<file path="src/rtl/quad_decoder.sv">
// Quadrature front end: synchronises and glitch-filters encoder phases A/B,
// then decodes Gray-code transitions into a step strobe, direction and error flag.
module quad_decoder #(
  parameter int unsigned FILT_LEN = 4,
  parameter int unsigned CNT_W    = 4
) (
  input  logic       clk,
  input  logic       rstn,
  input  logic       en,
  input  logic       quad_a,
  input  logic       quad_b,
  input  logic       err_clr,
  output logic       step,
  output logic       up_down,
  output logic       err,
  output logic [1:0] ab_filt
);

  localparam int unsigned AB_W = 2;

  logic [AB_W-1:0]  meta_q;
  logic [AB_W-1:0]  sync_q;
  logic [AB_W-1:0]  prev_q;
  logic [AB_W-1:0]  filt_q;
  logic [AB_W-1:0]  filt_d;
  logic [CNT_W-1:0] cnt_q;
  logic [CNT_W-1:0] cnt_d;
  logic [CNT_W-1:0] run_c;
  logic             accept_c;
  logic [AB_W-1:0]  delta_c;
  logic             primed_q;
  logic             primed_d;
  logic             step_q;
  logic             step_d;
  logic             ud_q;
  logic             ud_d;
  logic             err_q;
  logic             err_d;

  // Gray position 00,01,11,10 -> 0,1,2,3
  function automatic logic [AB_W-1:0] gray2bin(input logic [AB_W-1:0] g);
    return {g[1], g[1] ^ g[0]};
  endfunction

  // Two-flop synchroniser plus a one-cycle history of the synchronised pair
  always_ff @(posedge clk or negedge rstn) begin
    if (!rstn) begin
      meta_q <= '0;
      sync_q <= '0;
      prev_q <= '0;
    end else begin
      meta_q <= {quad_a, quad_b};
      sync_q <= meta_q;
      prev_q <= sync_q;
    end
  end

  // run_c is the number of consecutive samples the current differing value has been seen
  always_comb begin
    run_c    = (sync_q == prev_q) ? cnt_q + CNT_W'(1) : CNT_W'(1);
    cnt_d    = '0;
    accept_c = 1'b0;
    filt_d   = filt_q;
    if (sync_q != filt_q) begin
      if (run_c == CNT_W'(FILT_LEN)) begin
        accept_c = 1'b1;
        filt_d   = sync_q;
      end else begin
        cnt_d = run_c;
      end
    end
  end

  assign delta_c = gray2bin(sync_q) - gray2bin(filt_q);

  // Decode the accepted transition; the first accept after reset only sets the baseline
  always_comb begin
    primed_d = primed_q;
    step_d   = 1'b0;
    ud_d     = ud_q;
    err_d    = err_q;
    if (err_clr) begin
      err_d = 1'b0;
    end
    if (accept_c) begin
      if (!primed_q) begin
        primed_d = 1'b1;
      end else if (en) begin
        case (delta_c)
          2'd1: begin
            step_d = 1'b1;
            ud_d   = 1'b1;
          end
          2'd3: begin
            step_d = 1'b1;
            ud_d   = 1'b0;
          end
          2'd2:    err_d = 1'b1;
          default: ;
        endcase
      end
    end
  end

  always_ff @(posedge clk or negedge rstn) begin
    if (!rstn) begin
      cnt_q    <= '0;
      filt_q   <= '0;
      primed_q <= 1'b0;
      step_q   <= 1'b0;
      ud_q     <= 1'b1;
      err_q    <= 1'b0;
    end else begin
      cnt_q    <= cnt_d;
      filt_q   <= filt_d;
      primed_q <= primed_d;
      step_q   <= step_d;
      ud_q     <= ud_d;
      err_q    <= err_d;
    end
  end

  assign step    = step_q;
  assign up_down = ud_q;
  assign err     = err_q;
  assign ab_filt = filt_q;

endmodule
</file>
<file path="config.mk">
export PLATFORM = sky130hd
export DESIGN_NAME = quad_decoder
export DESIGN_NICKNAME = d
export VERILOG_FILES = /design/src/rtl/quad_decoder.sv
export SDC_FILE = /design/constraint.sdc
export NUM_CORES = 1
export LEC_CHECK = 0
export ABC_AREA = 1
export CAP_MARGIN = 40
export CELL_PAD_IN_SITES_DETAIL_PLACEMENT = 1
export CELL_PAD_IN_SITES_GLOBAL_PLACEMENT = 1
export CORE_UTILIZATION = 43
export CTS_BUF_LIST = sky130_fd_sc_hd__clkbuf_8
export DETAILED_ROUTE_END_ITERATION = 12
export HOLD_SLACK_MARGIN = 0.03
export PLACE_DENSITY_LB_ADDON = 0.1
export SLEW_MARGIN = 0
export SYNTH_ARGS = -nofsm -noshare
export SYNTH_HDL_FRONTEND = slang
export SYNTH_SLANG_ARGS = --single-unit
</file>
<file path="constraint.sdc">
create_clock -name clk -period 4.4 [get_ports clk]
set_input_delay 0.44 -clock clk [delete_from_list [all_inputs] [get_ports clk]]
set_output_delay 0.44 -clock clk [all_outputs]
set_load 0.02 [all_outputs]
</file>
==> impl_results.md <==
* CTS sink cnt at 16
* Fmax at 552 MHz
* Final core occ at 56.6%
* Worst-path clk slew at 60 ps
* Avg Inst Size Synth at 8.91 um2
* Setup tns final at 0 ps
* Post-CTS setup buffers at 0
* Final instance count without filler cells at 129
* Global-route usage over all layers at 20.7%
* Met3 Resource Use GR at 3.60%
* Post-DP HPWL at 1270 um
* Busiest grt layer: met2
* Area Overhead vs Synth at 23.2%
* Vias per cell at 4.81
* Slew @ Worst Pin at 716 ps
* Maximum clock path buffer count at 2
* Crit path time final at 1810 ps
* Max incr delay on CP at 590 ps
* DRC errors left at 0
* Number of flops mapped to enable cells by yosys at 0
* Final Hold Fails at 0
* GRT Residual Overflow at 0
* Final nets at 113
* Layout cell share with drive strength beyond 1 at 17.3%
* Max_cap viols at 0
* Endpoints failing setup at 0
* Post-synthesis sequential area ratio at 50.1%
* Hold buffers post-CTS at 0
* DRT Pass-1 Iters at 3
* Root Buffer: clkbuf_8
* Port bufs at 10
* HP Class: register to register
* PwrDens at 465 mW/mm2
* WP data arrival at 1370 ps
* Synthesized instance count at 90
* Worst ir drop on vdd at 0.326 mV
* Die Footprint at 0.00204 mm2
* Initial Utilization at 45.9%
* Via count at 621
* CP startpoint kind: register
* Crit path cell chain: clkdlybuf4s50_1
* Main flop type after synthesis: dfrtp_1
* N_diodes at 0
* Largest net degree at the start of global routing at 17
* Crit-path leading delay family: buffers and inverters
* Post-CTS sizing at 0
* Vias in the first global route at 646
* Crit path max fanout at 2
* Row count at 15
* WP buf/inv at 1
* CTS buffer count at 3
* Fin crit share at 41.2%
* Top-area cell type share of the netlist area at 46.8%
* Crit end category: primary output
* Initial DRC count at 9
* IO Pins at 11
* Critical Path RT at 3960 ps
* DRT antenna net count at 0
* Clock latency on the worst-skew pair at 250 ps
* Yosys reg bits at 16
* Core Area at 0.00175 mm2
* Slew HR at 52.1%
* Die height at 45.2 um
* Global Route met1 Usage at 25.3%
* Leakage at 0.499 nW
* Top cells by area, synth: dfrtp_1, nand2_1, inv_1
* Unique masters post-synth at 23
* Async set-reset flop share out of synthesis at 100%
* Synth cell count leaders: nand2_1, dfrtp_1, inv_1
* First-pass GRT wire length at 2900 um
* CTS H-Tree Depth at 1
* Met2 GRT Util at 35.4%
* Die width at 45.2 um
* Synth Net Count at 98
* Synth warn at 0
* Outcome: finished, final reports clean
* Slowest CP cell: clkdlybuf4s50_1
* Clock Skew at 1.43 ps
* Cell taking the most area after synthesis: dfrtp_1
* DR WL/cell at 13.4 um
* Critical path class: register to primary output
* Initial antenna violation count at 0
* Cell with the most instances after synthesis: nand2_1
* Post-Place Cells at 125
* Syn Std Cell Area at 802 um2
* Slew Viols, Final at 0
* CTS tree: built
* RSZ-0062 raised after global routing: no
* GP Congestion at 0.765
* Routed wire length at 1730 um
## kinds of logic after synthesis
family | share of synthesized area [%]
AND/OR/NAND/NOR | 32.9
flip-flops | 50.1
AO/OA/AOI/OAI | 2.65
XOR/XNOR | 3.28
adder cells (fa/ha/maj) | 3.12
buffers and inverters | 7.96
## path summary, 6_finish.rpt
check | startpoint | end | slack [ps] | depth (start not counted)
setup / recovery | up_down | up_down | 2590 | 1
hold / removal | meta_q[0] | sync_q[0] | 350 | 0
setup reg to reg | cnt_q[0] | err | 2780 | 9
hold reg to reg | meta_q[0] | sync_q[0] | 350 | 0
max in group asynchronous | rstn | cnt_q[0] | 3340 | 1
min in group asynchronous | rstn | cnt_q[2] | 620 | 1
## power breakdown
group          leakage, nW  internal [mW]  switching, mW  total [mW]
Clock               0.0288         0.0795         0.0513       0.131
Sequential           0.200          0.168         0.0261       0.194
Combinational        0.270         0.0550         0.0791       0.134
## registers in the layout (all words and copies together), names as in the netlist
name	count
meta_q	2
sync_q	2
step	1
prev_q	2
err	1
primed_q	1
up_down	1
cnt_q	4
ab_filt	2
## metal layers
metal | wire [um] | up-vias
li1 | - | 299
met1 | 723 | 305
met2 | 924 | 12
met3 | 41 | 5
met4 | 36 | 0
met5 | 0 | -
## metrics by stage
step	hold WS (ps)	cell area [um2]	total power, mW	worst slack, ps
after floorplan	144	802	0.281	2980
after global placement	334	933	0.323	2850
after detailed placement	341	933	0.329	2810
after CTS	355	988	0.461	2580
after global routing	358	988	0.485	2560
final	350	988	0.459	2590
## cells in the final DEF (no fill, tap or decap)
| master | n |
|---|---|
| a21o_1 | 1 |
| a21oi_2 | 1 |
| clkbuf_8 | 4 |
| clkdlybuf4s50_1 | 10 |
| clkinv_1 | 1 |
| dfrtp_1 | 15 |
| dfstp_2 | 1 |
| ha_1 | 2 |
| inv_1 | 13 |
| inv_2 | 3 |
| nand2_1 | 27 |
| nand2_2 | 3 |
| nand3_1 | 4 |
| nand3_4 | 1 |
| nand4_1 | 2 |
| nand4_2 | 1 |
| nor2_1 | 4 |
| nor2_2 | 1 |
| nor2_4 | 2 |
| nor2_8 | 1 |
| nor3_1 | 2 |
| nor3b_1 | 1 |
| o21ai_1 | 1 |
| xnor2_1 | 2 |
| xor2_1 | 1 |
## area by class of cell
cell class	instances	area, um2
Fill cell	208	757
Sequential cell	16	402
Multi-Input combinational cell	57	337
Timing Repair Buffer	10	100
Inverter	17	63.8
Clock buffer	4	55.1
Tap cell	25	31.3
(Power assumes the default switching activity.)
